## src/rtl/instr_sequencer.sv

```systemverilog
// instr_sequencer: program fetch / sequencing front end of the Forth stack CPU.
//
// Reads 20-bit instruction words from a synchronous instruction memory.
// Words are prefetched into a small FIFO.
//   - JMP and HALT are executed locally at the FIFO head.
//   - Undefined opcodes are dropped at the head and raise a sticky flag.
//   - Data-path opcodes are handed to control_unit through a registered
//     valid/ready output stage.
//
// Optional feature macro: SEQ_JZ_EN.
//   - When defined, opcode 8 is JZ (conditional jump on tos_zero).
//   - When undefined, opcode 8 is treated as undefined.
module instr_sequencer #(
    parameter int ADDR_W     = 8,
    parameter int FIFO_DEPTH = 2,
    parameter int RESET_PC   = 0
) (
    input  logic              clk,
    input  logic              rst,
    output logic              imem_rd,
    output logic [ADDR_W-1:0] imem_addr,
    input  logic [19:0]       imem_data,
    output logic [3:0]        command,
    output logic [15:0]       literal,
    output logic              cmd_valid,
    input  logic              cmd_ready,
    input  logic              tos_zero,
    output logic              halted,
    output logic              illegal
);

    localparam int PTR_W = (FIFO_DEPTH > 1) ? $clog2(FIFO_DEPTH) : 1;
    localparam int CNT_W = PTR_W + 1;
    localparam int OCC_W = CNT_W + 1;

    localparam logic [3:0] OP_NOP  = 4'd0;
    localparam logic [3:0] OP_PUSH = 4'd1;
    localparam logic [3:0] OP_POP  = 4'd2;
    localparam logic [3:0] OP_ADD  = 4'd3;
    localparam logic [3:0] OP_MUL  = 4'd4;
    localparam logic [3:0] OP_DUP  = 4'd5;
    localparam logic [3:0] OP_JMP  = 4'd6;
    localparam logic [3:0] OP_HALT = 4'd7;
`ifdef SEQ_JZ_EN
    localparam logic [3:0] OP_JZ   = 4'd8;
`endif

    // What the FIFO head does this cycle.
    typedef enum logic [2:0] {
        ACT_NONE,   // FIFO empty
        ACT_STALL,  // head must wait (output stage busy or JZ settling)
        ACT_FWD,    // head moves into the output register
        ACT_JMP,    // redirect: pc <= target, flush prefetch
        ACT_HALT,   // stop fetching for good, flush prefetch
        ACT_DROP,   // head retired silently (JZ not taken)
        ACT_ILL     // undefined opcode retired, flag raised
    } head_act_e;

    // Program counter and read tracking
    logic [ADDR_W-1:0] pc_r;
    logic              inflight_r;

    // Prefetch FIFO
    logic [19:0]       fifo_mem_r [FIFO_DEPTH];
    logic [PTR_W-1:0]  rd_ptr_r;
    logic [PTR_W-1:0]  wr_ptr_r;
    logic [CNT_W-1:0]  count_r;

    // Output stage and status
    logic              cmd_valid_r;
    logic [3:0]        command_r;
    logic [15:0]       literal_r;
    logic              halted_r;
    logic              illegal_r;

    // Combinational control
    logic              head_valid_s;
    logic [19:0]       head_word_s;
    logic [3:0]        head_op_s;
    logic [ADDR_W-1:0] target_s;
    logic              load_ok_s;
    head_act_e         act_s;
    logic              pop_s;
    logic              flush_s;
    logic              push_s;
    logic              fetch_s;
    logic [OCC_W-1:0]  occ_s;
    logic [OCC_W-1:0]  lim_s;

`ifdef SEQ_JZ_EN
    logic              idle_q_r;
`else
    logic              unused_tos_zero_s;
    assign unused_tos_zero_s = tos_zero;
`endif

    assign head_valid_s = (count_r != {CNT_W{1'b0}});
    assign head_word_s  = fifo_mem_r[rd_ptr_r];
    assign head_op_s    = head_word_s[19:16];
    assign target_s     = head_word_s[ADDR_W-1:0];
    assign load_ok_s    = !cmd_valid_r || cmd_ready;

    // Decode the FIFO head into the action it takes this cycle.
    always_comb begin
        act_s = ACT_NONE;
        if (head_valid_s) begin
            case (head_op_s)
                OP_NOP, OP_PUSH, OP_POP, OP_ADD, OP_MUL, OP_DUP: begin
                    if (load_ok_s) begin
                        act_s = ACT_FWD;
                    end else begin
                        act_s = ACT_STALL;
                    end
                end
                OP_JMP:  act_s = ACT_JMP;
                OP_HALT: act_s = ACT_HALT;
`ifdef SEQ_JZ_EN
                OP_JZ: begin
                    // Only decide once the output stage has been empty for a
                    // full cycle, so tos_zero reflects every accepted command.
                    if (!cmd_valid_r && idle_q_r) begin
                        if (tos_zero) begin
                            act_s = ACT_JMP;
                        end else begin
                            act_s = ACT_DROP;
                        end
                    end else begin
                        act_s = ACT_STALL;
                    end
                end
`endif
                default: act_s = ACT_ILL;
            endcase
        end else begin
            act_s = ACT_NONE;
        end
    end

    assign pop_s   = (act_s == ACT_FWD) || (act_s == ACT_DROP) || (act_s == ACT_ILL);
    assign flush_s = (act_s == ACT_JMP) || (act_s == ACT_HALT);
    // A response arriving in the same cycle as a redirect/halt is discarded.
    assign push_s  = inflight_r && !flush_s;

    // Occupancy counts the in-flight read; a head retiring this cycle frees a
    // slot so the fetch stream can sustain one instruction per cycle.
    assign occ_s = OCC_W'(count_r) + OCC_W'(inflight_r);
    assign lim_s = OCC_W'(FIFO_DEPTH) + OCC_W'(pop_s);

    // Fetch issue decision.
    always_comb begin
        fetch_s = 1'b0;
        if (rst) begin
            fetch_s = 1'b0;
        end else if (halted_r || (act_s == ACT_HALT)) begin
            fetch_s = 1'b0;
        end else begin
            fetch_s = (occ_s < lim_s);
        end
    end

    assign imem_rd   = fetch_s;
    assign imem_addr = pc_r;

    // Program counter and in-flight read flag; a redirect overrides the increment
    // and kills any read issued in the same cycle.
    always_ff @(posedge clk) begin
        if (rst) begin
            pc_r       <= ADDR_W'(RESET_PC);
            inflight_r <= 1'b0;
        end else if (act_s == ACT_JMP) begin
            pc_r       <= target_s;
            inflight_r <= 1'b0;
        end else if (act_s == ACT_HALT) begin
            pc_r       <= pc_r;
            inflight_r <= 1'b0;
        end else if (fetch_s) begin
            pc_r       <= pc_r + {{(ADDR_W-1){1'b0}}, 1'b1};
            inflight_r <= 1'b1;
        end else begin
            pc_r       <= pc_r;
            inflight_r <= 1'b0;
        end
    end

    // FIFO storage write.
    always_ff @(posedge clk) begin
        if (push_s) begin
            fifo_mem_r[wr_ptr_r] <= imem_data;
        end
    end

    // FIFO pointers and occupancy; flushed on reset, JMP and HALT.
    always_ff @(posedge clk) begin
        if (rst || flush_s) begin
            rd_ptr_r <= {PTR_W{1'b0}};
            wr_ptr_r <= {PTR_W{1'b0}};
            count_r  <= {CNT_W{1'b0}};
        end else begin
            if (push_s) begin
                wr_ptr_r <= wr_ptr_r + {{(PTR_W-1){1'b0}}, 1'b1};
            end else begin
                wr_ptr_r <= wr_ptr_r;
            end
            if (pop_s) begin
                rd_ptr_r <= rd_ptr_r + {{(PTR_W-1){1'b0}}, 1'b1};
            end else begin
                rd_ptr_r <= rd_ptr_r;
            end
            case ({push_s, pop_s})
                2'b10:   count_r <= count_r + {{(CNT_W-1){1'b0}}, 1'b1};
                2'b01:   count_r <= count_r - {{(CNT_W-1){1'b0}}, 1'b1};
                default: count_r <= count_r;
            endcase
        end
    end

    // Output stage: load a forwarded opcode, clear after transfer, else hold.
    always_ff @(posedge clk) begin
        if (rst) begin
            cmd_valid_r <= 1'b0;
            command_r   <= 4'd0;
            literal_r   <= 16'd0;
        end else if (act_s == ACT_FWD) begin
            cmd_valid_r <= 1'b1;
            command_r   <= head_op_s;
            literal_r   <= head_word_s[15:0];
        end else if (cmd_valid_r && cmd_ready) begin
            cmd_valid_r <= 1'b0;
            command_r   <= 4'd0;
            literal_r   <= 16'd0;
        end else begin
            cmd_valid_r <= cmd_valid_r;
            command_r   <= command_r;
            literal_r   <= literal_r;
        end
    end

    // Sticky status flags, cleared only by reset.
    always_ff @(posedge clk) begin
        if (rst) begin
            halted_r  <= 1'b0;
            illegal_r <= 1'b0;
        end else begin
            halted_r  <= halted_r || (act_s == ACT_HALT);
            illegal_r <= illegal_r || (act_s == ACT_ILL);
        end
    end

`ifdef SEQ_JZ_EN
    // Remembers that the output stage was empty during the previous cycle.
    always_ff @(posedge clk) begin
        if (rst) begin
            idle_q_r <= 1'b0;
        end else begin
            idle_q_r <= !cmd_valid_r;
        end
    end
`endif

    assign cmd_valid = cmd_valid_r;
    assign command   = command_r;
    assign literal   = literal_r;
    assign halted    = halted_r;
    assign illegal   = illegal_r;

endmodule

```

## config.mk

```make
export PLATFORM = sky130hd
export DESIGN_NAME = instr_sequencer
export DESIGN_NICKNAME = d
export VERILOG_FILES = /design/src/rtl/instr_sequencer.sv
export SDC_FILE = /design/constraint.sdc
export NUM_CORES = 1
export LEC_CHECK = 0
export ABC_AREA = 1
export BUFFER_PORTS_ARGS = -buffer_cell sky130_fd_sc_hd__buf_2
export CORE_AREA = 2 2 85 87
export DETAILED_ROUTE_END_ITERATION = 7
export DIE_AREA = 0 0 87 89
export PLACE_DENSITY = 0.73
export SLEW_MARGIN = 5
export SYNTH_ARGS = -nofsm -noshare
export SYNTH_HDL_FRONTEND = slang
export SYNTH_SLANG_ARGS = --single-unit
```

## constraint.sdc

```tcl
create_clock -name clk -period 3.5 [get_ports clk]
set_input_delay 0.175 -clock clk [delete_from_list [all_inputs] [get_ports clk]]
set_output_delay 0.175 -clock clk [all_outputs]
set_load 0.01 [all_outputs]
```

==> impl_metrics.tcl, run 1 <==
set metrics [dict create \
    worstMarginPinSlew_ns 0.687 \
    ctsLongestPathBuffers 2 \
    initial_core_util_pct 49.7 \
    grt.overflow.total 0 \
    first_pass_iters 4 \
    reg2reg_to "count_r[1]" \
    gp_congestion 0.770 \
    worstHoldEndpoint "fifo_mem_r[1][6]" \
    async_flop_share_pct 0 \
    setup_tns_ns 0 \
    cp-end-kind "flip-flop" \
    post_cts_buffers 0 \
    crit_arrival_ns 2.96 \
    finalWirelength_um 6350 \
    drt_iter0_markers 108 \
    synth.distinct_cells 32 \
    root_buffer "clkbuf_8" \
    dp_hpwl_um 4460 \
    dp_slack_ns 0.868 \
    cts_resized 0 \
    slowest_stage "ha_1" \
    final_nets 420 \
    max_freq_ghz 0.373 \
    portBuffers 54 \
    leakagePower_nw 1.61 \
    diodes 0 \
    peakVddDrop_v 0.000332 \
    synth_edf_count 40 \
    hold_path_depth 1 \
    syn-cell-area_um2 3340 \
    crit_fanout 24 \
    synthTopCellsByCount "nand2_1, edfxtp_1, dfxtp_1, nand2_2, a21oi_2" \
    num_rows 30 \
    syn2layout_area_growth_pct 14.3 \
    syn_inst 336 \
    start_kind "flip-flop" \
    drtAntennaViolNets 0 \
    clk_latency_ns 0.35 \
    crit_required_ns 3.78 \
    status "finished, final reports clean" \
    fp.dieArea_um2 7740 \
    regToRegSetupSlack_ns 0.82 \
    drt_drc_violations_left 0 \
    cts.htree.levels 3 \
    netlist.area_leader.share_pct 36.0 \
    max_cap_viol_count 0 \
    path_buf_inv 4 \
    fin_crit_ns 2.68 \
    synth_nets 364 \
    syn_area_per_cell_um2 9.94 \
    clkSinkCount 77 \
    ys_seq_elements 77 \
    grt_max_degree 26 \
    ys.flop_type "edfxtp_1" \
    finalCritPeriodShare_pct 76.5 \
    drv_slew 0 \
    io_pins 56 \
    dpl_cell_area_um2 3660 \
    setup_slack_ns 0.821 \
    cts_tree "done" \
    cts_buffers 9 \
    fp.coreArea_um2 6720 \
    yosysWarnings 0 \
    routedWlPerCell_um 13.3 \
    synth_area_leader_cell "edfxtp_1" \
    die_h_um 89 \
    reg2reg_depth 14 \
    crit_chain "buf_4, inv_2, nand2_1, nand2_4, nand3_2, inv_2, nand3_4, nand3_2, inv_1, ha_1, a21oi_1, o21ai_0, xor2_1, nor2_1" \
    antenna_found_initial 0 \
    viasPerCell 4.92 \
    hold_path_startpoint "imem_data[6]" \
    yosys-top-cells-area "edfxtp_1, dfxtp_1, nand2_1" \
    grt_pass1_vias 2291 \
    hold_viol 0 \
    setup_violations 0 \
    cp_slowest_stage_delay_ns 0.33 \
    hp-class "in2reg" \
    power_density_nw_per_um2 755 \
    drive_gt1_share_pct 33.2 \
    vias 2348 \
    design_area_um2 3820 \
    fin_skew_ns 0.00598 \
    slew_headroom_pct 54.2 \
    utilization_pct 56.8 \
    ys_seq_area_share_pct 58.1 \
    grt_pass1_wl_um 10400 \
    yosysMostFrequentCell "nand2_1" \
    die_w_um 87 \
    postCtsHoldBufs 0 \
    grtUsageTotal_pct 17.6 \
    rsz0062_at_grt "false" \
    cp_top_family "simple AND/OR/NAND/NOR gates" \
    clk_pin_slew_ns 0.08 \
    crit_type "reg2reg" \
    hold_ws_ns 0.0122 \
]
## state kept, by name, indices dropped and copies added, names as in the netlist, 2 cells and up, named ones only
signal / count
fifo_mem_r: 40
imem_addr: 8
command: 4
literal: 16
count_r: 2
## worst max-delay path by stage
stage,end,depth (start not counted)
5_1_grt,count_r[1],14
6_report,count_r[1],14
3_3_place_gp,count_r[1],14
4_1_cts,count_r[1],14
3_5_place_dp,count_r[1],14
2_1_floorplan,fifo_mem_r[1][0],10
## report_power, final
part	switching (W)	internal [W]	total, W
clock network	0.000315	0.000252	0.000567
logic	0.000656	0.000376	0.00103
registers	0.000123	0.00116	0.00128
## through the flow
stage / cells / power (W)
2_1_floorplan: 336 / 0.00206
3_3_place_gp: 461 / 0.00231
3_5_place_dp: 461 / 0.00234
4_1_cts: 477 / 0.00290
5_1_grt: 477 / 0.00307
6_report: 477 / 0.00288
## final cells by class
type	instances	area [um2]
sequential	77	1940
clock inverter	5	27.5
multi-input combinational	224	1230
fill	600	2900
tap	80	100
inverter	21	78.8
clock buffer	11	131
timing repair buffer	59	308
## worst register-to-register path: cells and delay by family, from the launching register on
family	cells	cell delay (ns)
AOI/OAI and AO/OA	2	0.24
xor gates and xnor gates	1	0.16
adders and majority gates	1	0.33
buffers and inverters	4	0.69
DFF	1	0.30
and+or+nand+nor	6	0.88
## cell families after synthesis
logic type / after synthesis / synth area share [%]
AO/OA/AOI/OAI: 41 / 8.69
buffers and inverters: 35 / 5.06
flip-flops: 77 / 58.1
AND/OR/NAND/NOR: 171 / 24.5
XOR/XNOR: 8 / 2.10
adder cells (fa/ha/maj): 4 / 1.50
## metal layers
metal  routed length [um]  global-route usage (%)
met3                  198                    2.86
met4                  157                    9.38
met2                 3010                    28.5
met1                 2990                    22.8
met5                    0                       0
## layout by cell type, fill, tap and decap left out
cell	n
nor3_2	1
nand2_2	26
dfxtp_1	37
nand3_4	1
nand2_1	98
nand4_1	1
nor2_1	19
inv_1	16
nand3_2	2
clkinv_1	4
inv_2	3
a21oi_1	11
xor2_1	6
nor3_1	3
ha_1	4
a21oi_2	21
clkbuf_1	2
nand3b_1	3
nor2_4	1
clkbuf_8	9
nor2_2	1
nand4_2	1
o21a_1	2
a31oi_1	1
buf_2	54
clkinvlp_4	2
nand2_4	4
nand3_1	10
xnor2_1	2
o21ai_0	6
edfxtp_1	40
buf_4	5
clkinv_2	1
No activity file was read; power rests on OpenSTA's default activity.
==> run 2: changes to the inputs <==
- clock period: 3.5 -> 2.6 ns (I/O delays scaled with it)
==> impl_metrics.tcl, run 2 (synthesis results as in run 1) <==
set metrics [dict create \
    status "finished, final reports clean" \
    viasPerCell 4.93 \
    grtUsageTotal_pct 17.9 \
    crit_chain "inv_4, nand2_1, nand2_4, nand3_2, inv_2, nand3_4, buf_4, nand4_1, nand2_1, nand2_2, inv_1, buf_2" \
    slew_headroom_pct 73.4 \
    initial_core_util_pct 49.7 \
    clkSinkCount 77 \
    grt.overflow.total 0 \
    path_buf_inv 5 \
    post_cts_buffers 0 \
    peakVddDrop_v 0.000438 \
    cts_buffers 9 \
    fp.dieArea_um2 7740 \
    rsz0062_at_grt "false" \
    hold_ws_ns 0.127 \
    setup_violations 0 \
    fp.coreArea_um2 6720 \
    setup_tns_ns 0 \
    crit_fanout 22 \
    dr_wl_met2_um 3030 \
    cts.htree.levels 3 \
    hp-class "in2reg" \
    routedWlPerCell_um 12.7 \
    utilization_pct 61.0 \
    grt_pass1_wl_um 10500 \
    cp_slowest_stage_delay_ns 0.38 \
    reg2reg_to "count_r[1]" \
    wl_met3_um 259 \
    final_common_cell "nand2_1" \
    regToRegSetupSlack_ns 0.44 \
    worstHoldEndpoint "cmd_valid" \
    max_cap_viol_count 0 \
    vias 2461 \
    drt_drc_violations_left 0 \
    root_buffer "clkbuf_8" \
    crit_type "reg2out" \
    finalWirelength_um 6340 \
    crit_arrival_ns 2.20 \
    total_power_w 0.00412 \
    fin_crit_ns 2.33 \
    cp_top_family "simple AND/OR/NAND/NOR gates" \
    antenna_found_initial 0 \
    syn2layout_area_growth_pct 22.7 \
    dp_hpwl_um 4380 \
    ctsLongestPathBuffers 2 \
    slowest_stage "dfxtp_2" \
    crit_top_cell "nand2_1" \
    fin_skew_ns 0.00720 \
    clk_pin_slew_ns 0.08 \
    num_rows 30 \
    worstMarginPinSlew_ns 0.400 \
    nFillCells 537 \
    final_cell_mix "nand2_1, buf_2, edfxtp_1" \
    grt_max_degree 23 \
    reg2reg_depth 13 \
    hold_path_depth 4 \
    die_w_um 87 \
    diodes 0 \
    portBuffers 54 \
    start_kind "flip-flop" \
    final_nets 442 \
    hold_path_startpoint "cmd_ready" \
    gp_congestion 0.753 \
    hold_viol 0 \
    clk_latency_ns 0.34 \
    cts_tree "done" \
    drtAntennaViolNets 0 \
    routed.top_layer "met4" \
    first_pass_iters 4 \
    grt_pass1_vias 2394 \
    drive_gt1_share_pct 33.2 \
    finalCritPeriodShare_pct 89.7 \
    crit_required_ns 2.47 \
    drt_iter0_markers 119 \
    cp-end-kind "output port" \
    leakagePower_nw 1.74 \
    wirelength_met1_um 2940 \
    drv_slew 0 \
    io_pins 56 \
    largest_reg_flops 40 \
    regMostFlops "fifo_mem_r" \
    max_freq_ghz 0.429 \
    power_density_nw_per_um2 1000 \
    die_h_um 89 \
]
[run 2: how the worst max path moves through the flow]
stage                       end  slack (ns)  startpoint  cells after the start
4_1_cts                 imem_rd        0.04   flip-flop                     12
2_1_floorplan  fifo_mem_r[1][0]        0.13   flip-flop                     10
3_5_place_dp         count_r[1]        0.26   flip-flop                     13
5_1_grt                 imem_rd        0.05   flip-flop                     12
6_report                imem_rd        0.27   flip-flop                     12
3_3_place_gp         count_r[1]        0.32   flip-flop                     13
[run 2: through the flow]
step	area (um2)	setup slack [ns]	std cells
3_5_place_dp	3670	0.256	463
4_1_cts	4100	0.0385	499
5_1_grt	4100	0.0529	499
3_3_place_gp	3670	0.321	463
6_report	4100	0.269	499
2_1_floorplan	3340	0.132	336
[run 2: layout make-up]
type	instances	area [um2]	share of cell area, %
Sequential cell	77	1940	47.4
Multi-Input combinational cell	224	1230	30.0
Timing Repair Buffer	81	523	12.8
Clock buffer	9	124	3.02
Tap cell	80	100	2.44
Clock inverter	7	98.8	2.41
Inverter	21	81.3	1.98
[run 2: per-layer routing]
layer / GRT usage, % / up-vias
met5: 0 / -
met4: 7.81 / 0
met3: 3.79 / 11
met2: 29.8 / 55
met1: 22.8 / 1144
li1: - / 1251
[run 2: worst reg2reg max path: stages, from the launching register on]
cell and delay, ns:
dfxtp_2 0.38, inv_4 0.21, nand2_1 0.13, nand2_4 0.11
nand2_2 0.06, nand2_2 0.08, nand3_1 0.11, nand3_2 0.11
inv_1 0.10, ha_1 0.34, a21oi_1 0.12, o21ai_0 0.11
xor2_1 0.15, nor2_1 0.10
[run 2: power by group]
group	total (W)	internal, W	switching (W)	leakage, nW
registers	0.00174	0.00156	0.000179	0.669
clock network	0.000986	0.000545	0.000441	0.110
logic	0.00139	0.000529	0.000865	0.964
[run 2: what timing repair did]
item,4_1_cts,5_1_grt
endpoints found under the hold margin,40,0
resized for setup,0,3
hold buffers,20,0
setup endpoints to repair,0,2
